==> src/rtl/tri_addrcmp_tbl.sv <==
// tri_addrcmp_tbl: small registered table of 36-bit compare addresses.
// Allocate / deallocate / flush-walk on the write side; one-cycle pipelined
// lookup returning hit, lowest hit index and multi-hit on the read side.
// Bit 35 of an entry takes part in the compare only when its lsb_en is set.
// Optional feature macro: TRI_ADDRCMP_TBL_PARITY_EN (per-entry even parity over
// {addr, lsb_en}; a matching entry with bad parity raises perr, is dropped from
// the result and is invalidated).
module tri_addrcmp_tbl #(
    parameter int unsigned ENTRIES = 4,
    parameter int unsigned IDXW    = 2
) (
    input  logic            clk,
    input  logic            rst,
    input  logic            alloc_val,
    input  logic [0:35]     alloc_addr,
    input  logic            alloc_lsb_en,
    output logic            alloc_rdy,
    output logic [0:IDXW-1] alloc_idx,
    input  logic            dealloc_val,
    input  logic [0:IDXW-1] dealloc_idx,
    input  logic            flush_req,
    output logic            flush_busy,
    input  logic            lkup_val,
    input  logic [0:35]     lkup_addr,
    output logic            hit_val,
    output logic            hit,
    output logic [0:IDXW-1] hit_idx,
    output logic            hit_multi,
    output logic [0:IDXW]   count,
    output logic            full,
    output logic            empty,
    output logic            perr
);

    typedef enum logic [0:0] {
        StIdle,
        StFlush
    } flush_state_e;

    flush_state_e state_q, state_d;
    logic [IDXW-1:0] ptr_q, ptr_d;
    logic            flush_busy_q, flush_busy_d;

    logic [ENTRIES-1:0] valid_q, valid_d;
    logic [0:35]        addr_q [ENTRIES];
    logic [ENTRIES-1:0] lsb_en_q;
    logic [IDXW:0]      count_q, count_d;

    logic            hit_val_q, hit_val_d;
    logic            hit_q, hit_d;
    logic [IDXW-1:0] hit_idx_q, hit_idx_d;
    logic            hit_multi_q, hit_multi_d;
    logic            perr_q, perr_d;

    logic [IDXW-1:0]    alloc_sel;
    logic               alloc_acc;
    logic               full_int;
    logic [ENTRIES-1:0] match;
    logic [ENTRIES-1:0] par_err;
    logic [ENTRIES-1:0] good;
    logic [ENTRIES-1:0] clr;
    logic [IDXW:0]      clr_cnt;

    assign full_int  = (count_q == (IDXW + 1)'(ENTRIES));
    assign alloc_rdy = ~full_int & ~flush_busy_q;
    assign alloc_acc = alloc_val & alloc_rdy;

    // Lowest free entry, taken from the pre-dealloc valid set so a freed slot
    // is never reused in the same cycle.
    always_comb begin
        alloc_sel = '0;
        for (int i = ENTRIES - 1; i >= 0; i--) begin
            if (!valid_q[i]) begin
                alloc_sel = IDXW'(i);
            end
        end
    end

    assign alloc_idx = alloc_sel;

    // Stage-0 compare against pre-edge table contents.
    always_comb begin
        match = '0;
        for (int i = 0; i < ENTRIES; i++) begin
            match[i] = lkup_val & valid_q[i]
                     & (addr_q[i][0:34] == lkup_addr[0:34])
                     & (~lsb_en_q[i] | (addr_q[i][35] == lkup_addr[35]));
        end
    end

`ifdef TRI_ADDRCMP_TBL_PARITY_EN
    logic [ENTRIES-1:0] par_q;

    // Parity storage, written alongside the address; not reset.
    always_ff @(posedge clk) begin
        if (alloc_acc) begin
            par_q[alloc_sel] <= ^{alloc_addr, alloc_lsb_en};
        end
    end

    // Only entries that actually matched are parity-checked.
    always_comb begin
        par_err = '0;
        for (int i = 0; i < ENTRIES; i++) begin
            par_err[i] = match[i] & ((^{addr_q[i], lsb_en_q[i]}) != par_q[i]);
        end
    end
`else
    assign par_err = '0;
`endif

    assign good = match & ~par_err;

    // Stage-1 result: lowest good match and whether more than one matched.
    always_comb begin
        hit_val_d   = lkup_val;
        hit_d       = 1'b0;
        hit_idx_d   = '0;
        hit_multi_d = 1'b0;
        for (int i = 0; i < ENTRIES; i++) begin
            if (good[i]) begin
                if (hit_d) begin
                    hit_multi_d = 1'b1;
                end else begin
                    hit_d     = 1'b1;
                    hit_idx_d = IDXW'(i);
                end
            end
        end
        perr_d = |par_err;
    end

    // Flush walk next-state: one entry per cycle, ENTRIES cycles in total.
    always_comb begin
        state_d = state_q;
        ptr_d   = ptr_q;
        case (state_q)
            StIdle: begin
                if (flush_req) begin
                    state_d = StFlush;
                    ptr_d   = '0;
                end
            end
            StFlush: begin
                ptr_d = ptr_q + 1'b1;
                if (ptr_q == IDXW'(ENTRIES - 1)) begin
                    state_d = StIdle;
                end
            end
            default: state_d = StIdle;
        endcase
        flush_busy_d = (state_d == StFlush);
    end

    // Valid/count next-state; overlapping clears of one entry count once.
    always_comb begin
        clr = '0;
        if (dealloc_val) begin
            clr[dealloc_idx] = 1'b1;
        end
        if (state_q == StFlush) begin
            clr[ptr_q] = 1'b1;
        end
        clr = (clr | par_err) & valid_q;

        valid_d = valid_q & ~clr;
        if (alloc_acc) begin
            valid_d[alloc_sel] = 1'b1;
        end

        clr_cnt = '0;
        for (int i = 0; i < ENTRIES; i++) begin
            clr_cnt = clr_cnt + (IDXW + 1)'(clr[i]);
        end
        count_d = count_q + (IDXW + 1)'(alloc_acc) - clr_cnt;
    end

    // Control state and pipeline registers, synchronous reset.
    always_ff @(posedge clk) begin
        if (rst) begin
            state_q      <= StIdle;
            ptr_q        <= '0;
            flush_busy_q <= 1'b0;
            valid_q      <= '0;
            count_q      <= '0;
            hit_val_q    <= 1'b0;
            hit_q        <= 1'b0;
            hit_idx_q    <= '0;
            hit_multi_q  <= 1'b0;
            perr_q       <= 1'b0;
        end else begin
            state_q      <= state_d;
            ptr_q        <= ptr_d;
            flush_busy_q <= flush_busy_d;
            valid_q      <= valid_d;
            count_q      <= count_d;
            hit_val_q    <= hit_val_d;
            hit_q        <= hit_d;
            hit_idx_q    <= hit_idx_d;
            hit_multi_q  <= hit_multi_d;
            perr_q       <= perr_d;
        end
    end

    // Address and lsb_en payload storage; not reset.
    always_ff @(posedge clk) begin
        if (alloc_acc) begin
            addr_q[alloc_sel]   <= alloc_addr;
            lsb_en_q[alloc_sel] <= alloc_lsb_en;
        end
    end

    assign flush_busy = flush_busy_q;
    assign hit_val    = hit_val_q;
    assign hit        = hit_q;
    assign hit_idx    = hit_idx_q;
    assign hit_multi  = hit_multi_q;
    assign perr       = perr_q;
    assign count      = count_q;
    assign full       = full_int;
    assign empty      = (count_q == '0);

endmodule
==> config.mk <==
export PLATFORM = sky130hd
export DESIGN_NAME = tri_addrcmp_tbl
export DESIGN_NICKNAME = d
export VERILOG_FILES = /design/src/rtl/tri_addrcmp_tbl.sv
export SDC_FILE = /design/constraint.sdc
export NUM_CORES = 1
export LEC_CHECK = 0
export CAP_MARGIN = 15
export CORE_ASPECT_RATIO = 1.4
export CORE_UTILIZATION = 43
export CTS_CLUSTER_SIZE = 16
export DETAILED_ROUTE_END_ITERATION = 6
export PLACE_DENSITY = 0.77
export RECOVER_POWER = 50
export SLEW_MARGIN = 15
export SYNTH_ARGS = -nofsm -noshare
export SYNTH_HDL_FRONTEND = slang
export SYNTH_SLANG_ARGS = --single-unit
==> constraint.sdc <==
create_clock -name clk -period 10.5 [get_ports clk]
set_clock_uncertainty 0.15 [all_clocks]
set_input_delay 1.575 -clock clk [delete_from_list [all_inputs] [get_ports clk]]
set_output_delay 1.575 -clock clk [all_outputs]
set_load 0.1 [all_outputs]
# Word-level counts from Yosys, hierarchy flattened
# Memory sizes are Yosys's and may differ from the RTL's.
# Index checks and enable logic that the tools add are counted.
# W data, S select, Z words.
[totals]
regBits = 19
n_memories = 1
out_inout_bits = 15
mem_bits_rw = 144
word_cells = 103
[op_classes]
eq_ne = 11
reduce_logical = 4
addsub = 6
n_mux = 37
bitwise = 29
magnitude_cmp = 6
[memory_table]
columns = ["memory", "words", "word_bits", "rd", "rd_ports_with_merged_regs", "wr", "line", "source"]
rows = [
  ["addr_q", 4, 36, 4, 0, 1, "45", "logic [0:35] addr_q [ENTRIES];"],
]
[ops]
columns = ["op", "n"]
rows = [
  ["$eq A35 B35 Y1", 4],
  ["$mux W1", 19],
  ["$mux W2", 9],
  ["$and A1 B1 Y1", 14],
  ["$mux W4", 3],
  ["$lt A2 B3 Y1 const B", 3],
  ["$and A4 B4 Y4", 2],
  ["$or A4 B4 Y4", 2],
  ["$add A3 B1 Y3", 2],
  ["$demux W1 S2", 3],
  ["$ge A2 B1 Y1 const B", 3],
  ["$not A1 Y1", 6],
  ["$bwmux W4", 1],
  ["$eq A1 B1 Y1", 4],
  ["$not A4 Y4", 1],
  ["$or A1 B1 Y1", 4],
  ["$pmux W2 S2", 1],
  ["$add A2 B1 Y3", 1],
  ["$eq A3 B3 Y1 const B", 1],
  ["$logic_and A1 B1 Y1", 3],
  ["$logic_not A3 Y1", 1],
  ["$sub A3 B3 Y3", 1],
  ["$add A1 B1 Y2", 1],
  ["$add A2 B1 Y2 const B", 1],
  ["3 further kinds", 3],
]

# Logic depth before layout (Yosys ltp)
[depth]
depth_word = 12
depth_mapped = 12

# Least setup slack after synthesis
# OpenSTA, ideal clock, no wires.
[synth_path]
kind = "reg2reg"
from = "register count_q[0] (netlist: count[2])"
to = "memory addr_q[3][0] (netlist bit), enable pin"
arrival_time_ps = 6552
period_less_slack_ps = 7190
setup_time_ps = 488
stages_incl_launch_ff = 5
path_slack_ps = 3310
path_cell_list = "dfxtp_1 -> nor3b_1 -> nor2_1 -> nand2_1 -> nor3b_1"
[synth_via]
elab_chain_len = 6
[synth_rtl]
columns = ["item", "line", "source"]
rows = [
  ["start: declaration", "47", "logic [IDXW:0] count_q, count_d;"],
  ["start signal: assignment", "196", "count_q <= count_d;"],
  ["$eq A3 B3 Y1", "64", "assign full_int = (count_q == (IDXW + 1)'(ENTRIES));"],
  ["via full", "30", "output logic full,"],
  ["$not A1 Y1", "65", "assign alloc_rdy = ~full_int & ~flush_busy_q;"],
  ["$and A1 B1 Y1", "65", ""],
  ["via alloc_rdy", "17", "output logic alloc_rdy,"],
  ["$and A1 B1 Y1", "66", "assign alloc_acc = alloc_val & alloc_rdy;"],
  ["$mux W1", "207", "if (alloc_acc) begin"],
  ["$mux W1 (implied by the code)", "208", "addr_q[alloc_sel] <= alloc_addr;"],
  ["end: declaration", "45", ""],
]
# The timed path passes the listed nets, and every way through them passes these cells.

# Worst setup path in the final report
[layout_path]
from = "input port alloc_val"
to = "memory addr_q[0][32] (netlist bit), enable pin"
[layout_via]
elab_chain_len = 3
[layout_rtl]
columns = ["item", "line", "source"]
rows = [
  ["start: declaration", "14", "input logic alloc_val,"],
  ["$and A1 B1 Y1", "66", ""],
  ["$mux W1", "207", ""],
  ["$mux W1 (implied by the code)", "208", ""],
]
# Every way passes these cells.

==> flow_summary.toml <==
[critical_path]
path_max_fanout = 37
critPathArrivalTime_ns = 4.17
r2r_end = "addr_q[0][32]$_DFFE_PP_"
r2r_slack_ns = 7.19
worstPathRequired_ns = 10.34
crit_path_start = "alloc_val"
criticalPathCategory = "in2reg"
critPathLaunchType = "input port"
reg2reg_depth = 5
reg2reg_from = "count[1]$_SDFF_PP0_"
cp-end-kind = "flop"

[synth]
ys_warn_count = 0
ys_ff_latch = 163
synth_area_mm2 = 0.00692
yosysSeqAreaShare_pct = 68.5
synth_cells = 441
ys_types = 34
ys_async_sr_fraction_pct = 0
synth_fp_nets = 531
synth_area_per_cell_um2 = 15.7
synth_edf_count = 148
synth-main-ff-cell = "edfxtp_1"

[floorplanning]
die_h_um = 152
core_mm2 = 0.0157
num_rows = 54
io_pins = 96
start_util_pct = 44.2
fp.dieW_um = 109
die_area_mm2 = 0.0166

[power]
vdd_drop_max_mv = 0.143
swShare_pct = 27.3
p_per_area_mw_per_mm2 = 183
combPwrFrac_pct = 15.6
internal_power_mw = 1.16
power_switching_mw = 0.436
clock_power_share_pct = 36.6
p_seq_share_pct = 47.8
leakage_nw = 2.96

[layout]
seq_area_mm2 = 0.00474
fillers = 1248
multi_input_area_mm2 = 0.00213
drive_above_1_share_pct = 7.39
stdcell_area_mm2 = 0.00870
finalNetCount = 645
instances_no_fill = 765
syn2layout_area_growth_pct = 25.7

[timing]
rsz0062_at_grt = "false"
slew_violations = 38
tns_ns = 0
fin_hold_ws_ns = 0.470
max_slew.worst_pin.slew_ns = 2.36
setup_violations = 0
period_minus_slack_ns = 4.33
fmax_mhz = 231
fin_crit_sh_pct = 41.2
hold_violations = 0
max-slew-margin-rel_pct = -57.5

[route]
vias_per_cell = 5.22
routed_wl_mm = 15.6
drtIter0Drc = 328
post_drt_wl_per_cell_um = 20.3
routed-via-count = 3995
drtPass1Iterations = 5
drc = 0
ant_nets = 0

[global_route]
grt.total_usage_pct = 19.8
grt_max_degree = 39
grt_pass1_wl_mm = 23.5
antenna_found_initial = 0
gr-total-overflow = 0
grt_pass1_vias = 4145

[clocking]
htree_levels = 4
cts_resized = 0
cts.clk_slew.worst_paths_ns = 0.06
cts_buffers = 17
insertion_delay_ns = 0.42
root_buffer = "clkbuf_16"
cts_buffer_depth = 2
post_cts_buffers = 0
clock_sinks = 163
postCtsHoldBufs = 0
cts_tree = "done"

[worst_hold_path]
hp-class = "reg2reg"
holdPathStages = 2
hp-start = "valid_q[1]$_SDFF_PP0_"
holdPathEnd = "valid_q[1]$_SDFF_PP0_"

[placed_design]
dpl.cell_count = 732
place_area_mm2 = 0.00815
gp_congestion = 0.850
hpwl_mm = 11.4
io_buffers = 94

[status]
violations = "max-capacitance violations, max-slew violations"
status = "finished, violations left"

[job]
maxCapViolCount = 1
[cells in the mapped netlist, types with 6 or more instances]
library cell	n	share of area, %
dfxtp_1	15	4.3
nor2b_1	8	0.72
nand2_1	6	0.33
nand4_1	12	1.1
a21oi_1	9	0.65
ha_1	6	1.1
xnor2_1	16	2.0
nor4_1	29	2.6
inv_1	12	0.65
xor2_1	127	16
edfxtp_1	148	64
nor3_1	6	0.43
nor2_1	16	0.87
[cell usage in the layout, fill, tap and decap left out, types with 2 or more instances in the layout]
cell / instances
nand2_1: 6
buf_4: 3
inv_1: 12
dlygate4sd3_1: 40
dfxtp_1: 15
nor3_2: 2
clkbuf_16: 17
nor2b_1: 8
a211oi_1: 2
ha_1: 6
xnor2_1: 16
inv_6: 2
clkinvlp_4: 2
nor3b_1: 2
a2111oi_4: 2
nor2_1: 15
nand4_1: 12
nor3_1: 4
clkinv_4: 5
clkinv_2: 2
xor2_1: 127
nor4_1: 29
clkdlybuf4s50_1: 54
clkbuf_1: 3
a21oi_1: 9
a32oi_1: 3
edfxtp_1: 148
nand2b_1: 3
fa_1: 3
[cell type report]
cell class / count / share of cell area [%]
clock buffers: 19 / 4.98
clock inverters: 13 / 1.47
repair buffers: 98 / 11.1
diodes: 1 / 0.0288
multi-input cells: 263 / 24.5
flip-flops and latches: 163 / 54.5
inverters: 12 / 0.518
well taps: 196 / 2.82
[per-stage QoR]
step | utilization [%] | setup WS, ns | total power [mW]
floorplan | - | 3.31 | 0.926
global placement | 52.0 | 6.30 | 1.02
detailed placement | 52.0 | 6.20 | 1.03
CTS | 55.5 | 6.40 | 1.60
global route | 55.5 | 6.01 | 1.64
finish | 55.5 | 6.17 | 1.59
[sequential cells by signal, indices dropped and copies added, names as in the netlist]
name / flops
addr_q: 144
count: 3
flush_busy: 1
hit: 1
hit_idx: 2
hit_multi: 1
hit_val: 1
lsb_en_q: 4
ptr_q: 2
valid_q: 4
[how the worst max path moves through the flow]
stage	end	slack, ns	cells past startpoint
after global placement	hit_multi$_SDFF_PP0_	6.30	7
after CTS	alloc_idx[1]	6.40	3
final	addr_q[0][32]$_DFFE_PP_	6.17	4
after global routing	addr_q[0][33]$_DFFE_PP_	6.01	4
after floorplan	addr_q[3][0]$_DFFE_PP_	3.31	4
after detailed placement	hit_multi$_SDFF_PP0_	6.20	7
[power by group through the flow]
stage / combinational (mW) / clock (mW) / sequential [mW]
3_3_place_gp: 0.246 / 0 / 0.773
2_1_floorplan: 0.121 / 0 / 0.805
5_1_grt: 0.264 / 0.611 / 0.765
3_5_place_dp: 0.253 / 0 / 0.774
4_1_cts: 0.254 / 0.588 / 0.761
6_report: 0.248 / 0.583 / 0.762
[cells by family after synthesis]
group                    share of synthesized area (%)
adder cells (fa/ha/maj)                           1.95
AO/OA/AOI/OAI                                     3.15
multiplexers                                     0.145
other                                           0.0542
buffers and inverters                            0.868
flip-flops                                        68.5
AND/OR/NAND/NOR                                   7.19
XOR/XNOR                                          18.1
[layer usage]
layer  wire length, um  vias to the layer above  global-route usage, %
li1                  -                     1853                      -
met1              5650                     1969                   22.2
met2              8540                      145                   35.1
met3               866                       28                   4.38
met4               495                        0                   8.63
met5                 0                        -                      0
[worst max-delay path: stages]
cell	delay, ns
dlygate4sd3_1	0.53
nand2_1	0.20
nor2_4	0.15
clkbuf_1	1.68
No activity file was read; power rests on OpenSTA's default activity.
